==> src/rtl/keypad_debouncer.sv <==
// Keypad encoder: synchronises a raw one-hot keypad, debounces press/release,
// encodes the accepted key to binary and emits one active-low load strobe per
// press, with optional auto-repeat while the same key stays held.
// Ports:
//   clk, reset    : single clock, synchronous active-high reset
//   keypad        : raw asynchronous key lines, bit i = key value i, 1 = pressed
//   enablen       : active-low enable, sampled directly
//   D             : registered binary code of the last accepted key
//   loadn         : registered active-low strobe, one cycle per press or repeat
//   multi_err     : registered, high while the synchronised keypad has >1 bit set
module keypad_debouncer #(
   parameter int  NUM_KEYS        = 10,
   parameter int  DEBOUNCE_CYCLES = 4,
   parameter int  REPEAT_CYCLES   = 0,
   localparam int CODE_W          = $clog2(NUM_KEYS)
) (
   input  logic                clk,
   input  logic                reset,
   input  logic [NUM_KEYS-1:0] keypad,
   input  logic                enablen,
   output logic [CODE_W-1:0]   D,
   output logic                loadn,
   output logic                multi_err
);

   // Counters only ever hold 0..N-1, so clog2(N) bits suffice (min 1 bit).
   localparam int CNT_W = (DEBOUNCE_CYCLES > 1) ? $clog2(DEBOUNCE_CYCLES) : 1;
   localparam int RPT_W = (REPEAT_CYCLES > 1) ? $clog2(REPEAT_CYCLES) : 1;

   localparam logic [CNT_W-1:0]    CNT_LAST = CNT_W'(DEBOUNCE_CYCLES - 1);
   localparam logic [RPT_W-1:0]    RPT_LAST = RPT_W'((REPEAT_CYCLES > 0) ? REPEAT_CYCLES - 1 : 0);
   localparam logic [NUM_KEYS-1:0] ONE      = {{(NUM_KEYS-1){1'b0}}, 1'b1};

   typedef enum logic [1:0] {
      IDLE     = 2'd0,
      DEBOUNCE = 2'd1,
      HELD     = 2'd2,
      RELEASE  = 2'd3
   } state_t;

   state_t              state_q, state_d;
   logic [NUM_KEYS-1:0] s1_q, s2_q;
   logic [NUM_KEYS-1:0] cap_q, cap_d;
   logic [CNT_W-1:0]    cnt_q, cnt_d;
   logic [RPT_W-1:0]    rpt_q, rpt_d;
   logic [CODE_W-1:0]   code_q, code_d;
   logic                loadn_q, loadn_d;
   logic                multi_q, multi_d;

   logic                s2_zero;
   logic                s2_onehot;
   logic [CODE_W-1:0]   cap_code;

   // x & (x-1) clears the lowest set bit; zero result means at most one bit set.
   assign s2_zero   = (s2_q == '0);
   assign s2_onehot = !s2_zero && ((s2_q & (s2_q - ONE)) == '0);
   assign multi_d   = !s2_zero && !s2_onehot;

   // cap only ever holds a one-hot pattern, so a simple priority scan is exact.
   always_comb begin
      cap_code = '0;
      for (int i = 0; i < NUM_KEYS; i++) begin
         if (cap_q[i]) begin
            cap_code = CODE_W'(i);
         end
      end
   end

   always_comb begin
      state_d = state_q;
      cap_d   = cap_q;
      cnt_d   = cnt_q;
      rpt_d   = rpt_q;
      code_d  = code_q;
      loadn_d = 1'b1;

      if (enablen) begin
         // Disabled: park in IDLE so a key still held on re-enable is
         // debounced as a fresh press.
         state_d = IDLE;
         cnt_d   = '0;
         rpt_d   = '0;
      end else begin
         case (state_q)
            IDLE: begin
               cnt_d = '0;
               rpt_d = '0;
               if (s2_onehot) begin
                  cap_d   = s2_q;
                  state_d = DEBOUNCE;
               end
            end

            DEBOUNCE: begin
               if (s2_q != cap_q) begin
                  state_d = IDLE;
                  cnt_d   = '0;
               end else if (cnt_q == CNT_LAST) begin
                  code_d  = cap_code;
                  loadn_d = 1'b0;
                  state_d = HELD;
                  cnt_d   = '0;
                  rpt_d   = '0;
               end else begin
                  cnt_d = cnt_q + CNT_W'(1);
               end
            end

            HELD: begin
               if (s2_zero) begin
                  state_d = RELEASE;
                  cnt_d   = '0;
                  rpt_d   = '0;
               end else if (s2_q == cap_q) begin
                  if (REPEAT_CYCLES > 0) begin
                     if (rpt_q == RPT_LAST) begin
                        loadn_d = 1'b0;
                        rpt_d   = '0;
                     end else begin
                        rpt_d = rpt_q + RPT_W'(1);
                     end
                  end
               end else begin
                  // Another key or a chord while held: no new key is accepted
                  // until a full release, and repeat restarts from scratch.
                  rpt_d = '0;
               end
            end

            RELEASE: begin
               if (!s2_zero) begin
                  // Bounce on release: return to HELD silently.
                  state_d = HELD;
                  cnt_d   = '0;
                  rpt_d   = '0;
               end else if (cnt_q == CNT_LAST) begin
                  state_d = IDLE;
                  cnt_d   = '0;
               end else begin
                  cnt_d = cnt_q + CNT_W'(1);
               end
            end

            default: begin
               state_d = IDLE;
               cnt_d   = '0;
               rpt_d   = '0;
            end
         endcase
      end
   end

   always_ff @(posedge clk) begin
      if (reset) begin
         s1_q    <= '0;
         s2_q    <= '0;
         state_q <= IDLE;
         cap_q   <= '0;
         cnt_q   <= '0;
         rpt_q   <= '0;
         code_q  <= '0;
         loadn_q <= 1'b1;
         multi_q <= 1'b0;
      end else begin
         s1_q    <= keypad;
         s2_q    <= s1_q;
         state_q <= state_d;
         cap_q   <= cap_d;
         cnt_q   <= cnt_d;
         rpt_q   <= rpt_d;
         code_q  <= code_d;
         loadn_q <= loadn_d;
         multi_q <= multi_d;
      end
   end

   assign D         = code_q;
   assign loadn     = loadn_q;
   assign multi_err = multi_q;

endmodule

==> config.mk <==
export PLATFORM = sky130hd
export DESIGN_NAME = keypad_debouncer
export DESIGN_NICKNAME = d
export VERILOG_FILES = /design/src/rtl/keypad_debouncer.sv
export SDC_FILE = /design/constraint.sdc
export NUM_CORES = 1
export LEC_CHECK = 0
export CAP_MARGIN = 20
export CORE_MARGIN = 2
export CORE_UTILIZATION = 55
export DETAILED_ROUTE_END_ITERATION = 7
export GPL_TIMING_DRIVEN = 0
export PLACE_DENSITY = 0.85
export SLEW_MARGIN = 25
export SYNTH_ARGS = -nofsm -noshare
export SYNTH_HDL_FRONTEND = slang
export SYNTH_SLANG_ARGS = --single-unit
==> constraint.sdc <==
create_clock -name clk -period 5.5 [get_ports clk]
set_input_delay 0.55 -clock clk [delete_from_list [all_inputs] [get_ports clk]]
set_output_delay 0.55 -clock clk [all_outputs]
set_load 0.005 [all_outputs]
==> out/results.txt, run 1 <==
status -> finished, final reports clean
Max Root-Sink Buffers -> 2
worst reg2reg path startpoint -> s2_q[0]$_SDFF_PP0_
Slew headroom -> 52.9%
max cap viols -> 0
Worst-Margin Slew -> 0.701 ns
grt ovf -> 0
detailed-route DRC error count -> 0
static leakage -> 0.000679 µW
vias -> 1510
Post-DRT Antenna Nets -> 0
H-tree levels -> 2
Cells after Synth -> 185
crit end category -> flip-flop
WL per Instance -> 14.9 µm
P per Cell Area -> 286 nW/µm²
row cnt -> 20
PortBufs -> 17
Post-CTS Setup Bufs -> 0
share of cells above drive strength 1 -> 8.57%
cells along the critical path -> or4_4 > o41a_1 > a211o_1 > o21ai_1 > a21oi_1
peak supply drop -> 0.219 mV
worst endpoint data arrival time -> 2.39 ns
pin count of the biggest net entering global routing -> 13
critical path's slowest cell -> or4_4
reg2reg path depth -> 5
R2R Setup Slk -> 3.35 ns
GR Util All Layers -> 23.6%
dpl cell area -> 1920 µm²
asr flop ratio synth -> 0%
CTS buffer count -> 5
fin crit share -> 39.0%
worst setup path startpoint -> s2_q[0]$_SDFF_PP0_
fin. max-slew vios -> 0
cell area after synthesis -> 1710 µm²
capturing point of the worst reg2reg path -> cap_q[6]$_SDFFE_PP0P_
Die X -> 59.8 µm
diode count -> 0
first-pass GRT wire length -> 6290 µm
final wirelength -> 3630 µm
Tot Pwr -> 572 µW
Top FF cell, synth -> dfxtp_1
sequential fraction of the synthesis area -> 46.7%
HP Class -> reg -> reg
cell area after layout -> 2000 µm²
final clock skew -> 0.00553 ns
DRT Pass-1 Iters -> 4
critical path peak fanout -> 10
Max Fclk -> 466 MHz
Synth Warn # -> 0
final core occ -> 66.6%
Syn-to-layout area delta -> 16.8%
Avg Inst Size Synth -> 9.26 µm²
distinct cell type count after synthesis -> 38
TritonCTS clock tree -> done
top-count cell post-synth -> dfxtp_1
Synth area leaders -> dfxtp_1 (47%), nor2b_1 (8.4%), nand4_1 (6.2%)
Tmin final -> 2.15 ns
clock-pin transition on the worst setup and hold timing paths -> 0.11 ns
Yosys top cell by area -> dfxtp_1
Top Ports -> 19
Clk Latency, worst-skew pair -> 0.36 ns
CTS Root Cell -> clkbuf_4
Synth top cells by count -> dfxtp_1 (40), nor2b_1 (23), nand4_1 (17)
Setup crit start kind -> flip-flop
Post-synth EDFFs -> 0
Yosys top cell area share -> 46.7%
post-CTS sizing -> 0
RSZ-0062 raised after global routing -> no
# clock sinks -> 40
post-detail-place hpwl -> 2630 µm
routability congestion estimate -> 0.931
initial antenna violation count -> 0
Worst EP required -> 5.74 ns
Seq cells post-synth -> 40
vias in the first global route -> 1485
core area -> 3000 µm²
Final #Nets -> 223
Vias per Instance -> 6.21
initial core utilization -> 57.0%
full die area -> 3580 µm²
initial drt markers -> 100
crit path capture -> cap_q[6]$_SDFFE_PP0P_
Fin. Hold Viols -> 0
Crit path largest cell delay -> 0.60 ns
syn nets -> 199
total negative slack -> 0 ns
Setup Viol. Count Final -> 0
DIE HEIGHT -> 59.8 µm
critical path class -> reg -> reg
hold buffers post-CTS -> 0
[kinds of logic after synthesis]
family                   Yosys count  synth area share, %
AND/OR/NAND/NOR                   70                 24.7
AO/OA/AOI/OAI                     46                 16.9
flip-flops                        40                 46.7
buffers and inverters             15                 4.09
XOR/XNOR                          10                 5.11
multiplexers                       3                 1.75
adder cells (fa/ha/maj)            1                0.730
[layout by cell type, fill, tap and decap left out, types with 3 or more instances in the layout]
cell and instances:
nand4_1 17, nor2b_1 23, clkbuf_1 9, a21oi_1 15, o21ai_0 3, xnor2_1 10
dfxtp_1 40, a211oi_1 3, nor2_1 9, clkbuf_4 5, o21bai_1 3, nor3_1 4
clkdlybuf4s50_1 17, inv_1 3, mux2i_1 3, o21ai_1 10, nand2_1 3
[worst max-delay path, delay by kind of cell, from the launching register on]
| kind | cells | cell delay, ns |
|---|---|---|
| AO/OA/AOI/OAI | 4 | 1.03 |
| AND/OR/NAND/NOR | 1 | 0.60 |
| flip-flops | 1 | 0.40 |
[power breakdown]
part	switching, µW	internal, µW	leakage, µW
combinational	40.4	33.7	0.000310
sequential	8.23	300	0.000327
clock	94.7	95.2	0.0000422
[state kept, by name (all words and copies together) (netlist names)]
signal / cells
D: 4
cap_q: 10
cnt_q: 2
loadn: 1
multi_err: 1
s1_q: 10
s2_q: 10
state_q: 2
[per-layer routing]
metal | up-vias | GRT usage [%] | wire length (µm)
met2 | 52 | 38.4 | 1830
met4 | 0 | 14.9 | 138
met3 | 20 | 8.23 | 197
met5 | - | 0 | 0
met1 | 716 | 25.9 | 1460
li1 | 722 | - | -
[per-stage QoR]
step                      hold slack, ns  setup WS, ns  cells
after floorplan                    0.414          3.56    185
after global placement             0.417          3.25    235
after detailed placement           0.430          3.20    235
after CTS                          0.455          3.38    243
after global routing               0.461          3.26    243
final                              0.446          3.35    243
[cell type report]
class / instances / area (µm²)
clock inverter: 2 / 35.0
clock buffer: 6 / 41.3
sequential: 40 / 801
buffer: 12 / 58.8
inverter: 3 / 11.3
fill: 247 / 1000
multi-input combinational: 130 / 842
timing repair buffer: 17 / 170
tap: 33 / 41.3
[how the worst min path moves through the flow]
stage	endpoint	from	cells after the start	slack (ns)
6_report	s2_q[6]$_SDFF_PP0_	s1_q[6]$_SDFF_PP0_	1	0.45
5_1_grt	s2_q[4]$_SDFF_PP0_	s1_q[4]$_SDFF_PP0_	1	0.46
4_1_cts	s2_q[6]$_SDFF_PP0_	s1_q[6]$_SDFF_PP0_	1	0.46
3_5_place_dp	s2_q[7]$_SDFF_PP0_	s1_q[7]$_SDFF_PP0_	1	0.43
3_3_place_gp	s2_q[0]$_SDFF_PP0_	s1_q[0]$_SDFF_PP0_	1	0.42
2_1_floorplan	s2_q[0]$_SDFF_PP0_	s1_q[0]$_SDFF_PP0_	1	0.41
No activity file was read; power rests on OpenSTA's default activity.
==> run 2, diff against run 1 <==
Settings changed: CORE_UTILIZATION 55 to 54, PLACE_DENSITY 0.85 to 0.84.
Clock period 5.5 ns to 2.1 ns, I/O delays scaled along.
==> out/results.txt, run 2 (synthesis gave the netlist of run 1 again) <==
Max Root-Sink Buffers -> 2 (unchanged)
Slew headroom -> 62.6% (+9.6 points)
routability congestion estimate -> 0.934 (+0.31%)
Hold Path Depth -> 2 (+1)
Tmin final -> 2.13 ns (-0.0187 ns)
WL per Instance -> 15.9 µm (+6.8%)
R2R Setup Slk -> -0.03 ns (-3.38 ns)
Fin. Hold Viols -> 0 (unchanged)
GR Util All Layers -> 24.6% (+1.0 points)
capturing point of the worst reg2reg path -> cap_q[9]$_SDFFE_PP0P_
Top Ports -> 19 (unchanged)
Crit path largest cell delay -> 0.57 ns (-0.03 ns)
Tot Pwr -> 1550 µW (+170%)
Syn-to-layout area delta -> 21.9%
DIE HEIGHT -> 60.3 µm (+0.86%)
commonest non-fill, non-tap cell in the layout -> dfxtp_1
final worst slack -> -0.0287 ns (-3.38 ns)
critical path's slowest cell -> or4_4
static leakage -> 0.000703 µW (+3.6%)
Clk Latency, worst-skew pair -> 0.36 ns (about the same)
initial core utilization -> 56.6% (-0.47 points)
worst setup path startpoint -> s2_q[4]$_SDFF_PP0_
hold buffers post-CTS -> 0 (unchanged)
cell area after layout -> 2090 µm² (+4.4%)
worst reg2reg path startpoint -> s2_q[4]$_SDFF_PP0_
core area -> 3030 µm² (+0.83%)
share of cells above drive strength 1 -> 13.7% (+5.1 points)
status -> complete, but fails checks
RSZ-0062 raised after global routing -> yes
dpl cell area -> 1940 µm² (+0.72%)
Die X -> 60.3 µm (+0.86%)
full die area -> 3640 µm² (+1.7%)
Worst-Margin Slew -> 0.556 ns (-0.144 ns)
DRT Pass-1 Iters -> 4 (unchanged)
crit end category -> flip-flop
Worst EP required -> 2.34 ns (-3.40 ns)
grt ovf -> 0 (unchanged)
diode count -> 0 (unchanged)
critical path class -> reg -> reg
initial drt markers -> 145 (+45%)
first-pass GRT wire length -> 6520 µm (+3.6%)
clock-pin transition on the worst setup and hold timing paths -> 0.12 ns (about the same)
PortBufs -> 17 (unchanged)
vias in the first global route -> 1414 (-4.8%)
# clock sinks -> 40 (unchanged)
vias -> 1516 (+0.40%)
initial antenna violation count -> 0 (unchanged)
fin. max-slew vios -> 0 (unchanged)
final clock skew -> 0.00478 ns (-0.000750 ns)
most frequent cells in the layout -> dfxtp_1 (36), nor2b_1 (23), nand4_1 (17), clkdlybuf4s50_1 (17), a21oi_1 (15)
row cnt -> 20 (unchanged)
Setup crit start kind -> flip-flop
Filler cells -> 248 (+0.40%)
WHS -> 0.246 ns (-0.199 ns)
Post-DRT Antenna Nets -> 0 (unchanged)
P per Cell Area -> 741 nW/µm² (+160%)
Worst Hold End -> s2_q[0]$_SDFF_PP0_
CTS Root Cell -> clkbuf_4
worst slack, placed -> 0.0123 ns (-3.18 ns)
H-tree levels -> 2 (unchanged)
max cap viols -> 0 (unchanged)
biggest regs -> cap_q (10), s1_q (10), s2_q (10)
HP Class -> in -> reg
Vias per Instance -> 5.92 (-4.7%)
pin count of the biggest net entering global routing -> 15 (+2)
TritonCTS clock tree -> done
Max Fclk -> 470 MHz (+0.88%)
Setup Viol. Count Final -> 1 (+1)
cells along the critical path -> or4_4 > o21a_1 > or3b_1 > buf_6 > o21ai_1 > a21oi_1
CTS buffer count -> 5 (unchanged)
final wirelength -> 4080 µm (+12%)
fin crit share -> 101% (+62 points)
reg2reg path depth -> 6 (+1)
worst endpoint data arrival time -> 2.37 ns (-0.02 ns)
Hold Startpoint -> reset
critical path peak fanout -> 10 (unchanged)
Final #Nets -> 225 (+0.90%)
post-detail-place hpwl -> 2740 µm (+4.2%)
failing checks -> setup timing
detailed-route DRC error count -> 0 (unchanged)
peak supply drop -> 0.585 mV (+170%)
## run 2: layout make-up
class                           count  area [µm²]  share of cell area (%)
Multi-Input combinational cell    130         865                    41.4
Sequential cell                    40         813                    38.9
Timing Repair Buffer               22         208                    9.95
Tap cell                           44        55.1                    2.64
Buffer                              9        52.6                    2.52
Clock inverter                      3        46.3                    2.22
Clock buffer                        5        37.5                    1.80
Inverter                            3        11.3                   0.539
## run 2: how the worst max path moves through the flow
stage | slack (ns) | cells after the start | to
after floorplan | 0.16 | 6 | cap_q[0]$_SDFFE_PP0P_
after global placement | 0.06 | 5 | cap_q[6]$_SDFFE_PP0P_
after detailed placement | 0.01 | 5 | cap_q[3]$_SDFFE_PP0P_
after CTS | 0.001 | 7 | cap_q[3]$_SDFFE_PP0P_
after global routing | -0.12 | 5 | cap_q[9]$_SDFFE_PP0P_
final | -0.03 | 6 | cap_q[9]$_SDFFE_PP0P_
## run 2: per-stage QoR
stage | util (%) | std cells | TNS, ns
after global placement | 64.0 | 246 | 0
after global routing | 69.0 | 256 | -0.695
after detailed placement | 64.0 | 246 | 0
after floorplan | - | 185 | 0
final | 69.0 | 256 | -0.0287
after CTS | 66.9 | 254 | 0
## run 2: report_power, final
group          switching (µW)  internal (µW)
clock                     271            254
combinational             111            101
sequential               27.7            783
## run 2: timing repair
| action | CTS | global route |
|---|---|---|
| setup buffers | 0 | 5 |
| resized for setup | 2 | 12 |
| pin swaps | 0 | 6 |
| gates cloned | 0 | 0 |
| setup endpoints to repair | 3 | 18 |
| endpoints found under the hold margin | 0 | 0 |
## run 2: worst max-delay path, delay by kind of cell (launching register included)
kind / cells / cell delay, ns
flip-flops: 1 / 0.38
AO/OA/AOI/OAI: 3 / 0.52
AND/OR/NAND/NOR: 2 / 0.95
buffers and inverters: 1 / 0.16
## run 2: routing by layer
metal | share of wire (%) | global-route usage (%) | routed length [µm]
met1 | 40 | 29.7 | 1630
met2 | 50 | 40.5 | 2060
met3 | 6.1 | 8.87 | 250
met4 | 3.5 | 8.25 | 143
met5 | 0 | 0 | 0
==> run 3, diff against run 2 <==
Settings changed: MAX_ROUTING_LAYER set to met4.
==> out/results.txt, run 3 (synthesis gave the netlist of run 1 again) <==
status -> finished, final reports clean
biggest regs -> cap_q (10), s1_q (10), s2_q (10)
RSZ-0062 raised after global routing -> yes
switching power -> 391 µW (-4.5%)
P per Cell Area -> 736 nW/µm² (-0.73%)
initial drt markers -> 136 (-6.2%)
post-detail-place hpwl -> 2580 µm (-5.9%)
grt ovf -> 0 (unchanged)
Worst-Margin Slew -> 0.531 ns (-0.0250 ns)
vias -> 1456 (-4.0%)
crit end category -> flip-flop
Top Ports -> 19 (unchanged)
WL per Instance -> 14.6 µm (-8.2%)
Die X -> 60.3 µm (unchanged)
HP Class -> in -> reg
Syn-to-layout area delta -> 20.7%
diode count -> 0 (unchanged)
critical path class -> reg -> reg
worst endpoint data arrival time -> 2.28 ns (-0.09 ns)
critical path peak fanout -> 5 (-5)
clock-pin transition on the worst setup and hold timing paths -> 0.12 ns (about the same)
Post-DRT Antenna Nets -> 0 (unchanged)
PortBufs -> 17 (unchanged)
TritonCTS clock tree -> done
static leakage -> 0.000689 µW (-2.1%)
DRT Pass-1 Iters -> 4 (unchanged)
Tmin final -> 2.05 ns (-0.0762 ns)
GR Util All Layers -> 23.7% (-0.91 points)
row cnt -> 20 (unchanged)
Vias per Instance -> 5.75 (-2.8%)
Seq pwr share -> 53.3% (+0.9 points)
Clk Latency, worst-skew pair -> 0.34 ns (-0.02 ns)
hold buffers post-CTS -> 0 (unchanged)
pin count of the biggest net entering global routing -> 14 (-1)
Worst EP required -> 2.32 ns (-0.02 ns)
Fin. Hold Viols -> 0 (unchanged)
commonest non-fill, non-tap cell in the layout -> dfxtp_1
Final #Nets -> 222 (-1.3%)
CTS Root Cell -> clkbuf_4
final clock skew -> 0.00310 ns (-0.00168 ns)
fin. max-slew vios -> 0 (unchanged)
H-tree levels -> 2 (unchanged)
most frequent cells in the layout -> dfxtp_1 (36), nor2b_1 (23), nand4_1 (17), clkdlybuf4s50_1 (17), a21oi_1 (15)
DIE HEIGHT -> 60.3 µm (unchanged)
P_int -> 1130 µW (-0.68%)
max cap viols -> 0 (unchanged)
# clock sinks -> 40 (unchanged)
Cells after DPL -> 246 (unchanged)
CTS buffer count -> 5 (unchanged)
Switching Share -> 25.7% (-0.75 points)
R2R Setup Slk -> 0.05 ns (+0.08 ns)
routability congestion estimate -> 0.917 (-1.8%)
Setup Viol. Count Final -> 0 (-1)
Finished Layout Cells -> 253 (-1.2%)
peak supply drop -> 0.516 mV (-12%)
fin crit share -> 97.7% (-3.6 points)
core area -> 3030 µm² (unchanged)
Clk network pwr share -> 33.1% (-0.8 points)
Logic pwr share -> 13.6% (about the same)
Setup crit start kind -> flip-flop
Max Root-Sink Buffers -> 2 (unchanged)
vias in the first global route -> 1410 (-0.28%)
initial antenna violation count -> 0 (unchanged)
initial core utilization -> 56.6% (unchanged)
full die area -> 3640 µm² (unchanged)
final core occ -> 68.3% (-0.66 points)
final wirelength -> 3700 µm (-9.3%)
first-pass GRT wire length -> 6180 µm (-5.2%)
detailed-route DRC error count -> 0 (unchanged)
Slew headroom -> 64.3% (+1.7 points)
Max Fclk -> 487 MHz (+3.7%)
share of cells above drive strength 1 -> 14.8% (+1.2 points)
Filler cells -> 240 (-3.2%)
[run 3: through the flow]
stage          TNS [ns]  worst slack (ns)  total power [µW]  cell area [µm²]  hold slack [ns]
5_1_grt          -0.234           -0.0444              1580             2070            0.258
6_report              0            0.0475              1520             2070            0.253
3_3_place_gp          0            0.0582              1010             1940            0.415
3_5_place_dp          0           0.00554              1010             1940            0.423
4_1_cts               0          0.000742              1510             2010            0.243
2_1_floorplan         0             0.158               953             1710            0.338
[run 3: worst paths after layout]
check	cells past startpoint	endpoint	start
setup / recovery	6	cap_q[9]$_SDFFE_PP0P_	s2_q[9]$_SDFF_PP0_
hold / removal	2	s2_q[1]$_SDFF_PP0_	reset
setup reg to reg	6	cap_q[9]$_SDFFE_PP0P_	s2_q[9]$_SDFF_PP0_
hold reg to reg	1	s2_q[1]$_SDFF_PP0_	s1_q[1]$_SDFF_PP0_
[run 3: per-layer routing]
layer | global-route usage, % | vias to the layer above | wire length (µm)
met5 | - | - | 0
met4 | 6.67 | 0 | 43
met3 | 7.79 | 6 | 187
met2 | 39.6 | 38 | 1840
met1 | 26.9 | 692 | 1620
li1 | - | 720 | -
[run 3: timing repair]
item,4_1_cts,5_1_grt
pin swaps,0,4
buffers inserted,0,1
endpoints found under the setup margin,3,16
gates resized for setup,2,16
gates cloned,0,1
[run 3: layout make-up]
cell class	instances	area (µm²)	share of cell area [%]
inverters	3	11.3	0.544
well taps	44	55.1	2.66
flip-flops and latches	40	811	39.2
clock buffers	5	37.5	1.81
repair buffers	19	189	9.13
clock inverters	3	42.5	2.06
plain buffers	9	48.8	2.36
multi-input cells	130	873	42.2
[run 3: power groups by stage]
stage	Combinational [µW]	Sequential, µW	Clock, µW
after global placement	184	821	0
after CTS	188	810	510
after detailed placement	190	823	0
after floorplan	137	817	0
final	206	811	504
after global routing	225	815	542
[run 3: worst max-delay path, cell delays in order (launching register included)]
cell and delay [ns]:
dfxtp_1 0.38, or4_4 0.57, o21a_1 0.22, or3b_4 0.40, buf_6 0.15, o21ai_1 0.14, a21oi_1 0.08
